===== config.mk =====
export PLATFORM = sky130hd
export DESIGN_NAME = run_detector
export DESIGN_NICKNAME = d
export VERILOG_FILES = /design/src/rtl/run_detector_pkg.sv /design/src/rtl/run_detector_sat_counter.sv /design/src/rtl/run_detector.sv
export SDC_FILE = /design/constraint.sdc
export NUM_CORES = 1
export LEC_CHECK = 0
export BUFFER_PORTS_ARGS = -buffer_cell sky130_fd_sc_hd__buf_2
export CAP_MARGIN = 30
export CORE_AREA = 5 5 42 44
export CTS_CLUSTER_DIAMETER = 200
export DETAILED_ROUTE_END_ITERATION = 6
export DIE_AREA = 0 0 47 49
export GPL_ROUTABILITY_DRIVEN = 0
export GPL_TIMING_DRIVEN = 0
export HOLD_SLACK_MARGIN = 0.03
export RECOVER_POWER = 50
export SYNTH_ARGS = -nofsm -noshare
export SYNTH_HDL_FRONTEND = slang
export SYNTH_SLANG_ARGS = --single-unit
export TNS_END_PERCENT = 5

===== constraint.sdc =====
create_clock -name clk -period 3.4 [get_ports clk]
set_clock_uncertainty 0.1 [all_clocks]
set_input_delay 0.68 -clock clk [delete_from_list [all_inputs] [get_ports clk]]
set_output_delay 0.68 -clock clk [all_outputs]
set_load 0.01 [all_outputs]

===== src/rtl/run_detector_pkg.sv =====
// run_detector_pkg
// Shared constants for the run detector family. Lab top-levels that place
// several detectors side by side import this package so that they all agree
// on the default run length and counter width.
//
// Contents:
//   DEFAULT_RUN_LEN  default number of identical bits that counts as a run
//   DEFAULT_CNT_W    default width of the run counter
//   max_cnt()        saturation value of a counter of a given width
//   run_phase_e      documentation view of the detector state
package run_detector_pkg;

  localparam int DEFAULT_RUN_LEN = 4;
  localparam int DEFAULT_CNT_W   = 4;

  // Largest value a CNT_W-bit counter can hold; the run counter sticks here.
  function automatic int max_cnt(input int width);
    return (1 << width) - 1;
  endfunction

  // The detector is built as a counter, but it is easiest to reason about as
  // three phases, each qualified by the polarity held in last_bit:
  //   RD_IDLE  cnt == 0
  //   RD_RUN   1 <= cnt < RUN_LEN
  //   RD_DET   cnt >= RUN_LEN
  typedef enum logic [1:0] {
    RD_IDLE = 2'd0,
    RD_RUN  = 2'd1,
    RD_DET  = 2'd2
  } run_phase_e;

endpackage


===== src/rtl/run_detector_sat_counter.sv =====
// sat_counter
// Saturating up-counter used as the run-length register of run_detector.
// It can be cleared, loaded with 1 (start of a new run) or incremented; once
// it reaches its all-ones value it holds there instead of wrapping.
//
// Ports:
//   clk    rising-edge clock
//   reset  asynchronous, active-low reset (q -> 0)
//   clr    synchronous clear, highest priority
//   load1  load the value 1, beats inc
//   inc    increment, holding at the maximum value
//   q      counter value
module sat_counter
  import run_detector_pkg::*;
#(
  parameter int W = DEFAULT_CNT_W
) (
  input  logic         clk,
  input  logic         reset,
  input  logic         clr,
  input  logic         load1,
  input  logic         inc,
  output logic [W-1:0] q
);

  localparam logic [W-1:0] MAX_Q = W'(max_cnt(W));

  // Priority: clear, then start-of-run load, then saturating increment.
  always_ff @(posedge clk or negedge reset) begin
    if (!reset) begin
      q <= '0;
    end else if (clr) begin
      q <= '0;
    end else if (load1) begin
      q <= W'(1);
    end else if (inc && (q != MAX_Q)) begin
      q <= q + W'(1);
    end
  end

endmodule


===== src/rtl/run_detector.sv =====
// run_detector
// Detects a run of RUN_LEN or more consecutive identical bits on the serial
// input w. Each bit is qualified by w_valid, so gaps in the bit stream never
// break a run. Runs of zeros and runs of ones can be enabled independently.
// The current run length is exposed, saturating at 2**CNT_W - 1.
//
// Ports:
//   clk        rising-edge clock
//   reset      asynchronous, active-low reset
//   w          serial data bit
//   w_valid    w is sampled only on edges where this is 1
//   clear      synchronous run restart, beats w_valid
//   en_zero    enable detection of runs of 0s
//   en_one     enable detection of runs of 1s
//   out        level: run length >= RUN_LEN and its polarity is enabled
//   out_val    polarity of the current run (meaningful when run_cnt != 0)
//   det_pulse  one-cycle pulse when the run length first reaches RUN_LEN
//   run_cnt    current run length, saturating
module run_detector
  import run_detector_pkg::*;
#(
  parameter int RUN_LEN = DEFAULT_RUN_LEN,
  parameter int CNT_W   = DEFAULT_CNT_W
) (
  input  logic             clk,
  input  logic             reset,
  input  logic             w,
  input  logic             w_valid,
  input  logic             clear,
  input  logic             en_zero,
  input  logic             en_one,
  output logic             out,
  output logic             out_val,
  output logic             det_pulse,
  output logic [CNT_W-1:0] run_cnt
);

  localparam int MAX_CNT = max_cnt(CNT_W);

  // A run of one bit is not a run, and a threshold above the saturation value
  // could never be reached; refuse to build either.
  if ((RUN_LEN < 2) || (RUN_LEN > MAX_CNT)) begin : g_bad_run_len
    $fatal(1, "run_detector: RUN_LEN=%0d outside legal range 2..%0d",
           RUN_LEN, MAX_CNT);
  end

  localparam logic [CNT_W-1:0] RUN_THR = CNT_W'(RUN_LEN);
  localparam logic [CNT_W-1:0] RUN_PRE = CNT_W'(RUN_LEN - 1);

  logic [CNT_W-1:0] cnt;
  logic             last_bit;
  logic             sample;
  logic             start_run;
  logic             extend_run;
  logic             en_for_w;
  logic             en_for_run;

  // A bit is taken only when valid and not overridden by a clear. It either
  // starts a new run (idle, or polarity changed) or extends the current one.
  assign sample     = w_valid && !clear;
  assign start_run  = sample && ((cnt == '0) || (w != last_bit));
  assign extend_run = sample && (cnt != '0) && (w == last_bit);

  // Enable seen by the incoming bit (for the pulse) and by the stored run
  // (for the level output, so enable changes show up without a new sample).
  assign en_for_w   = w ? en_one : en_zero;
  assign en_for_run = last_bit ? en_one : en_zero;

  sat_counter #(
    .W (CNT_W)
  ) u_cnt (
    .clk   (clk),
    .reset (reset),
    .clr   (clear),
    .load1 (start_run),
    .inc   (extend_run),
    .q     (cnt)
  );

  // last_bit only changes when a new run begins; clear leaves it alone since
  // cnt == 0 already forces the next valid bit to start afresh. The pulse is
  // raised only on the step from RUN_LEN-1 to RUN_LEN, so a saturated or
  // longer run never pulses again.
  always_ff @(posedge clk or negedge reset) begin
    if (!reset) begin
      last_bit  <= 1'b0;
      det_pulse <= 1'b0;
    end else begin
      det_pulse <= extend_run && (cnt == RUN_PRE) && en_for_w;
      if (start_run) begin
        last_bit <= w;
      end
    end
  end

  assign out     = (cnt >= RUN_THR) && en_for_run;
  assign out_val = last_bit;
  assign run_cnt = cnt;

endmodule


==> metrics.cfg, run 1 <==
[drt]
final_antenna_net_count=0
wire_per_inst_um=12.4
drt-vias-per-instance=5.20
vias=385
drc=0
drt-initial-drc-count=5
wl_um=915
drtPass1Iterations=2

[synthesis]
synth_area_um2=424
synth_edf_count=0
synth_area_leader_cell=dfrtp_1
syn-instance-count=42
yosys-top-cells-area=dfrtp_1, ha_1, mux2i_1
synth_top_area_share_pct=35.4
yosysUniqueCellTypes=26
syn_avg_cell_area_um2=10.1
async_reset_ff_share_pct=100
synth-main-ff-cell=dfrtp_1
synth_fp_nets=51
ys_seq_elements=6
ys_seq_area_share_pct=35.4
yosysWarningCount=0

[cells_and_area]
drive_gt1_share_pct=34.5
final_common_cell=buf_2
stdcell_count=74
nFillCells=147
area_delta_synth_final_pct=23.9
nNetsFinal=69
antenna_cells=0
mostFrequentLayoutCells=buf_2, dfrtp_1, nand3_1, clkbuf_4, clkbuf_1

[setup_path]
cp_common_cell=buf_2
cp.arrival_ps=1100
critPathCaptureType=primary output
timing.rr.start=u_cnt.q[1]
rrSetupSlack_ps=1820
crit_path_max_fanout=2
path_class=primary input to primary output
cp_slowest_stage_delay_ps=130
path_cells=buf_2 > mux2i_1 > nor2_1 > buf_2
rr_endpoint=u_cnt.q[0]
worstSetupStartpointType=primary input
rr_worst_depth=5
critPathRequiredTime_ps=2620
crit_slowest_cell=mux2i_1

[power_and_ir_drop]
pwr-share-seq_pct=43.6
clock_power_share_pct=37.3
power_mw=0.182
leakage_nw=0.236
p_switching_mw=0.0516
peakVddDrop_uv=154
pwr_density_cell_nw_per_um2=347
comb_power_share_pct=19.1
intPower_mw=0.131
swShare_pct=28.3

[sta]
rsz0062_at_grt=no
setup_ws_ps=1520
setup_tns_ps=0
period_share_pct=55.3
finalSetupViolCount=0
tightest_slew_ps=344
fmax_ghz=0.531
relSlewSlack_pct=76.9
period_needed_ps=1880
drv_slew=0
finalHoldViolations=0

[clock_tree]
path_clk_slew_ps=50
htreeDepth=1
cts_sinks=6
clockBufferDepth=2
cts-resized-gates=0
clockRootBuffer=clkbuf_4
hold_buffers=0
cts_tree=done
cts_inserted_buffers=3
postCtsSetupRepairBufs=0
clk_latency_ps=250

[floorplanning]
io_pins=14
initial_core_util_pct=30.3
coreArea_um2=1400
rows=14
die_h_um=49
chipWidth_um=47
dieArea_um2=2300

[placement]
io_buffers=13
dp_cells=71
dp_hpwl_um=713
dpl_worst_slack_ps=1520

[global_route]
grt_pass1_wl_um=1560
globalRouteMet1Util_pct=12.3
gr-usage-met2_pct=12.2
grt_use_total_pct=9.34
overflow=0
grt_max_degree=10
grt_pass1_vias=353
antenna_found_initial=0
met3_usage_pct=6.27
top_usage_layer=met1

[hold_path]
hold_class=primary input to asynchronous set/reset pin

[run]
cap_viol_max_count=0

[run_status]
status=finished clean

==> final cells by class <==
class                   instances  area, um2  area share [%]
multi-input cells              33        253            48.1
flip-flops and latches          6        150            28.6
plain buffers                   1       11.3            2.14
inverters                       2       7.51            1.43
repair buffers                 13       61.3            11.7
clock buffers                   3       22.5            4.29
well taps                      16       20.0            3.81
==> cell families (layout without fill, tap and decap cells) <==
logic type	after synthesis	after routing	synth area share (%)
compound gates	12	12	22.7
xor+xnor	1	1	3.84
fa+ha+maj	2	2	5.90
buf+inv	3	19	4.43
flops	6	6	35.4
mux	3	3	7.37
simple gates	15	15	20.4
==> metal layers <==
metal | vias up | part of all wire (%)
met5 | - | 0
met4 | 0 | 0
met3 | 0 | 8.9
met2 | 10 | 48
met1 | 185 | 43
li1 | 190 | -
==> state kept, by name, indices dropped and copies added (netlist names) <==
name       count
det_pulse      1
u_cnt.q        4
out_val        1
==> per-stage QoR <==
| stage | utilization, % | area (um2) | hold slack [ps] |
|---|---|---|---|
| after global placement | 36.3 | 509 | 415 |
| after detailed placement | 36.3 | 509 | 417 |
| after CTS | 37.9 | 532 | 147 |
| after global routing | 37.5 | 526 | 225 |
| final | 37.5 | 526 | 201 |
| after floorplan | - | 424 | 284 |
==> critical path: cells and delay by family <==
family	cells	cell delay [ps]
buffers and inverters	2	240
muxes	1	130
and+or+nand+nor	1	50
==> Yosys cell counts, types with 2 or more instances <==
cell / n
nor2_1: 2
nor2b_1: 2
mux2i_1: 2
ha_1: 2
dfrtp_1: 6
a211oi_1: 2
nand2_1: 2
inv_1: 2
a21oi_1: 2
o211ai_1: 2
nand3_1: 3
==> how the worst max path moves through the flow <==
| stage | start | to | slack [ps] |
|---|---|---|---|
| after CTS | u_cnt.q[2] | out | 1510 |
| after global placement | en_one | out | 1540 |
| after detailed placement | en_one | out | 1520 |
| after floorplan | en_one | out | 1720 |
| final | en_one | out | 1520 |
| after global routing | u_cnt.q[2] | out | 1460 |
==> power by group through the flow <==
| stage | clock network (mW) | registers, mW | logic [mW] |
|---|---|---|---|
| after floorplan | 0 | 0.0815 | 0.0210 |
| after global placement | 0 | 0.0804 | 0.0364 |
| after detailed placement | 0 | 0.0805 | 0.0364 |
| after CTS | 0.0712 | 0.0794 | 0.0365 |
| after global routing | 0.0746 | 0.0804 | 0.0386 |
| final | 0.0680 | 0.0794 | 0.0349 |
Power figures use the tool's default switching activity.
==> inputs of run 2 (changes only) <==
- ABC_AREA: not set -> 1
- clock period: 3.4 -> 1.7 ns (I/O delays scaled with it)
==> metrics.cfg, run 2 <==
[clock_tree]
clockBufferDepth=2  ; unchanged
clockRootBuffer=clkbuf_4
cts_tree=done
clk_latency_ps=250  ; about the same
hold_buffers=1  ; +1
htreeDepth=1  ; unchanged
cts_sinks=6  ; unchanged
cts_inserted_buffers=3  ; unchanged
cts-resized-gates=0  ; unchanged
postCtsSetupRepairBufs=0  ; unchanged
path_clk_slew_ps=50  ; about the same

[power_and_ir_drop]
pwr_density_cell_nw_per_um2=689  ; +98%
clock_power_share_pct=37.5  ; +0.2 points
swShare_pct=31.0  ; +2.6 points
peakVddDrop_uv=353  ; +130%
pwr-share-seq_pct=41.7  ; -1.9 points
comb_power_share_pct=20.8  ; +1.7 points
leakage_nw=0.297  ; +26%
intPower_mw=0.259  ; +98%
p_switching_mw=0.116  ; +130%

[cells_and_area]
nNetsFinal=86  ; +25%
regMostFlops=u_cnt.q
mostFrequentLayoutCells=nand2_1, buf_2, inv_1, nand3_1, dfrtp_1
final_common_cell=nand2_1
antenna_cells=0  ; unchanged
area_delta_synth_final_pct=26.4
drive_gt1_share_pct=28.0  ; -6.5 points
stdcell_count=91  ; +23%
nFillCells=162  ; +10%
largest_reg_flops=4  ; unchanged

[global_route]
grt_pass1_wl_um=1520  ; -2.2%
grt_max_degree=7  ; -3
grt_pass1_vias=377  ; +6.8%
grt_use_total_pct=9.39  ; +0.051 points
antenna_found_initial=0  ; unchanged
overflow=0  ; unchanged

[setup_path]
path_class=register to primary output
critPathCaptureType=primary output
cp.arrival_ps=1130  ; +30 ps
crit_path_max_fanout=6  ; +4
critPathRequiredTime_ps=1260  ; -1360 ps
worstSetupStartpointType=register

[drt]
drt-initial-drc-count=10  ; +5
wl_um=920  ; +0.55%
final_antenna_net_count=0  ; unchanged
drt-vias-per-instance=4.56  ; -12%
drtPass1Iterations=4  ; +2
vias=415  ; +7.8%
wire_per_inst_um=10.1  ; -18%
drc=0  ; unchanged

[run_status]
status=finished clean

[synthesis]
synth_area_um2=432  ; +1.8%
synth_edf_count=0  ; unchanged
syn_avg_cell_area_um2=7.44  ; -26%
synth-main-ff-cell=dfrtp_1
synth_area_leader_cell=dfrtp_1
async_reset_ff_share_pct=100  ; unchanged
yosysUniqueCellTypes=15  ; -42%
ys_seq_elements=6  ; unchanged
yosysWarningCount=0  ; unchanged
synth_fp_nets=67  ; +31%
ys_seq_area_share_pct=34.8  ; -0.62 points
syn-instance-count=58  ; +38%
synth_commonest_cells=nand2_1, inv_1, nand3_1, dfrtp_1
synth_most_common_cell=nand2_1
yosys-top-cells-area=dfrtp_1, nand2_1, nand3_1
synth_top_area_share_pct=34.8  ; -0.62 points

[floorplanning]
chipWidth_um=47  ; unchanged
dieArea_um2=2300  ; unchanged
die_h_um=49  ; unchanged
initial_core_util_pct=30.8  ; +0.54 points
coreArea_um2=1400  ; unchanged
rows=14  ; unchanged
io_pins=14  ; unchanged

[sta]
period_needed_ps=1570
drv_slew=0  ; unchanged
relSlewSlack_pct=75.5  ; -1.5 points
fmax_ghz=0.635
hold_ws_ps=282  ; +81.7 ps
finalSetupViolCount=0  ; unchanged
setup_ws_ps=125  ; -1390 ps
finalHoldViolations=0  ; unchanged
tightest_slew_ps=368  ; +23.6 ps
setup_tns_ps=0  ; unchanged
rsz0062_at_grt=no
period_share_pct=92.6

[placement]
dpl_worst_slack_ps=287  ; -1230 ps
dp_cells=87  ; +23%
io_buffers=13  ; unchanged
dp_hpwl_um=722  ; +1.2%

[hold_path]
hold_class=primary input to register

[run]
cap_viol_max_count=0  ; unchanged

-- run 2: worst max-delay path, stage by stage (launching register included) --
cell and delay (ps):
dfrtp_1 430, nor2_2 250, a21oi_1 60, buf_2 140
-- run 2: final timing paths --
| kind | start | to | slack, ps | depth (start not counted) |
|---|---|---|---|---|
| setup reg to reg | u_cnt.q[0] | u_cnt.q[2] | 300 | 7 |
| setup / recovery | u_cnt.q[2] | out | 130 | 3 |
| min in group asynchronous | reset | u_cnt.q[1] | 400 | 2 |
| max in group asynchronous | reset | det_pulse | 830 | 2 |
| hold / removal | clear | u_cnt.q[1] | 280 | 4 |
| hold reg to reg | out_val | out_val | 460 | 2 |
-- run 2: through the flow --
step           total power, mW  util, %  area [um2]
2_1_floorplan            0.210        -         432
3_3_place_gp             0.237     36.9         517
3_5_place_dp             0.238     36.9         517
4_1_cts                  0.384     39.2         549
5_1_grt                  0.405     38.9         546
6_report                 0.376     38.9         546
-- run 2: cell type report --
cell class,count,area (um2),share of cell area (%)
Clock buffer,3,22.5,4.13
Inverter,8,30.0,5.50
Multi-Input combinational cell,44,251,46.1
Sequential cell,6,150,27.5
Tap cell,16,20.0,3.67
Timing Repair Buffer,14,71.3,13.1
-- run 2: per-layer routing --
layer / GRT usage [%] / share of wire [%] / up-vias
met4: 6.91 / 3.2 / 0
met5: 0 / 0 / -
met3: 3.32 / 8.6 / 3
met1: 13.1 / 52 / 178
li1: - / - / 220
met2: 11.3 / 36 / 14
-- run 2: cell families (layout without fill, tap and decap cells) --
kind of cell / after synthesis / count (layout) / share of synthesized area, %
DFF: 6 / 6 / 34.8
AOI/OAI and AO/OA: 6 / 6 / 9.57
adders and majority gates: 2 / 2 / 5.80
and+or+nand+nor: 35 / 35 / 40.9
buffers and inverters: 8 / 25 / 6.96
xor gates and xnor gates: 1 / 1 / 2.03
-- run 2: power by group through the flow --
stage | registers [mW] | clock network (mW) | logic [mW]
floorplan | 0.161 | 0 | 0.0491
global placement | 0.159 | 0 | 0.0775
detailed placement | 0.159 | 0 | 0.0784
CTS | 0.157 | 0.146 | 0.0806
global route | 0.158 | 0.158 | 0.0888
finish | 0.157 | 0.141 | 0.0781
==> inputs of run 3 (changes only) <==
- BUFFER_PORTS_ARGS: -buffer_cell sky130_fd_sc_hd__buf_2 -> -buffer_cell sky130_fd_sc_hd__buf_4
==> metrics.cfg, run 3 (synthesis gave the netlist of run 2 again) <==
[sta]
relSlewSlack_pct=74.4  ; -1.0 points
hold_ws_ps=257  ; -24.9 ps
period_needed_ps=1580  ; +0.303 ps
fmax_ghz=0.635  ; about the same
finalSetupViolCount=0  ; unchanged
tightest_slew_ps=383  ; +15.6 ps
period_share_pct=92.6  ; about the same
finalHoldViolations=0  ; unchanged
drv_slew=0  ; unchanged
setup_tns_ps=0  ; unchanged
rsz0062_at_grt=no

[floorplanning]
dieArea_um2=2300  ; unchanged
chipWidth_um=47  ; unchanged
io_pins=14  ; unchanged
initial_core_util_pct=30.8  ; unchanged
rows=14  ; unchanged
die_h_um=49  ; unchanged
coreArea_um2=1400  ; unchanged

[cells_and_area]
utilization_pct=40.7  ; +1.8 points
antenna_cells=0  ; unchanged
regMostFlops=u_cnt.q
drive_gt1_share_pct=28.0  ; unchanged
mostFrequentLayoutCells=nand2_1, buf_4, inv_1, nand3_1, dfrtp_1
nNetsFinal=86  ; unchanged
largest_reg_flops=4  ; unchanged
area_delta_synth_final_pct=32.2
final_common_cell=nand2_1

[global_route]
grt_pass1_wl_um=1640  ; +7.3%
grt_pass1_vias=409  ; +8.5%
grt_max_degree=7  ; unchanged
antenna_found_initial=0  ; unchanged
grt_use_total_pct=10.4  ; +1.0 points
overflow=0  ; unchanged

[placement]
io_buffers=13  ; unchanged
dp_hpwl_um=753  ; +4.3%

[run]
cap_viol_max_count=0  ; unchanged

[power_and_ir_drop]
swShare_pct=30.1  ; -0.83 points
clock_power_share_pct=36.4  ; -1.1 points
p_switching_mw=0.114  ; -2.1%
intPower_mw=0.264  ; +1.8%
peakVddDrop_uv=350  ; -0.81%
comb_power_share_pct=22.0  ; +1.2 points
pwr-share-seq_pct=41.6  ; about the same
pwr_density_cell_nw_per_um2=662  ; -3.8%
leakage_nw=0.302  ; +1.4%
power_mw=0.378  ; +0.62%

[drt]
drc=0  ; unchanged
final_antenna_net_count=0  ; unchanged
drt-vias-per-instance=4.65  ; +1.9%
wl_um=961  ; +4.5%
drt-initial-drc-count=9  ; -1
wire_per_inst_um=10.6  ; +4.5%
drtPass1Iterations=4  ; unchanged
vias=423  ; +1.9%

[clock_tree]
cts_tree=done
cts_inserted_buffers=3  ; unchanged
clockRootBuffer=clkbuf_4
path_clk_slew_ps=40  ; about the same
clockBufferDepth=2  ; unchanged
clk_latency_ps=250  ; about the same
cts-resized-gates=0  ; unchanged
htreeDepth=1  ; unchanged
cts_sinks=6  ; unchanged

[setup_path]
cp.arrival_ps=1140  ; about the same
critPathCaptureType=primary output
worstSetupStartpointType=register
crit_path_max_fanout=6  ; unchanged
critPathRequiredTime_ps=1260  ; about the same
path_class=register to primary output

[hold_path]
hold_class=primary input to register

[run_status]
status=finished clean

[run 3: final timing paths]
kind	slack [ps]	from	cells past startpoint	to
setup / recovery	120	u_cnt.q[2]	3	out
hold / removal	260	clear	4	u_cnt.q[2]
setup reg to reg	280	u_cnt.q[0]	7	u_cnt.q[2]
hold reg to reg	450	out_val	2	out_val
max in group asynchronous	810	reset	2	det_pulse
min in group asynchronous	410	reset	2	u_cnt.q[0]
[run 3: what timing repair did]
| action | 4_1_cts | 5_1_grt |
|---|---|---|
| hold buffers | 1 | 0 |
| buffers inserted | 0 | 0 |
| endpoints found under the hold margin | 6 | 0 |
[run 3: layout make-up]
class | count | area [um2]
well taps | 16 | 20.0
repair buffers | 14 | 96.3
clock buffers | 3 | 22.5
flip-flops and latches | 6 | 150
multi-input cells | 44 | 251
inverters | 8 | 30.0
fillers | 165 | 831
[run 3: through the flow]
| stage | cell area [um2] | cells | setup WS (ps) |
|---|---|---|---|
| 2_1_floorplan | 432 | 58 | 367 |
| 3_3_place_gp | 549 | 87 | 308 |
| 3_5_place_dp | 549 | 87 | 280 |
| 4_1_cts | 582 | 91 | 105 |
| 5_1_grt | 571 | 91 | 30.6 |
| 6_report | 571 | 91 | 125 |
[run 3: power by group through the flow]
stage | logic [mW] | clock network [mW] | registers (mW)
CTS | 0.0880 | 0.145 | 0.157
finish | 0.0831 | 0.137 | 0.157
floorplan | 0.0491 | 0 | 0.161
detailed placement | 0.0859 | 0 | 0.160
global placement | 0.0847 | 0 | 0.160
global route | 0.0932 | 0.161 | 0.158
[run 3: per-layer routing]
| layer | wire (um) | track usage (%) | vias to the layer above |
|---|---|---|---|
| met3 | 86 | 4.43 | 5 |
| met1 | 445 | 12.4 | 182 |
| li1 | - | - | 220 |
| met2 | 392 | 13.8 | 16 |
| met5 | 0 | 0 | - |
| met4 | 37 | 8.29 | 0 |
[run 3: critical path: stages, from the launching register on]
cell	delay, ps
dfrtp_1	430
nor2_2	240
a21oi_1	70
buf_4	150
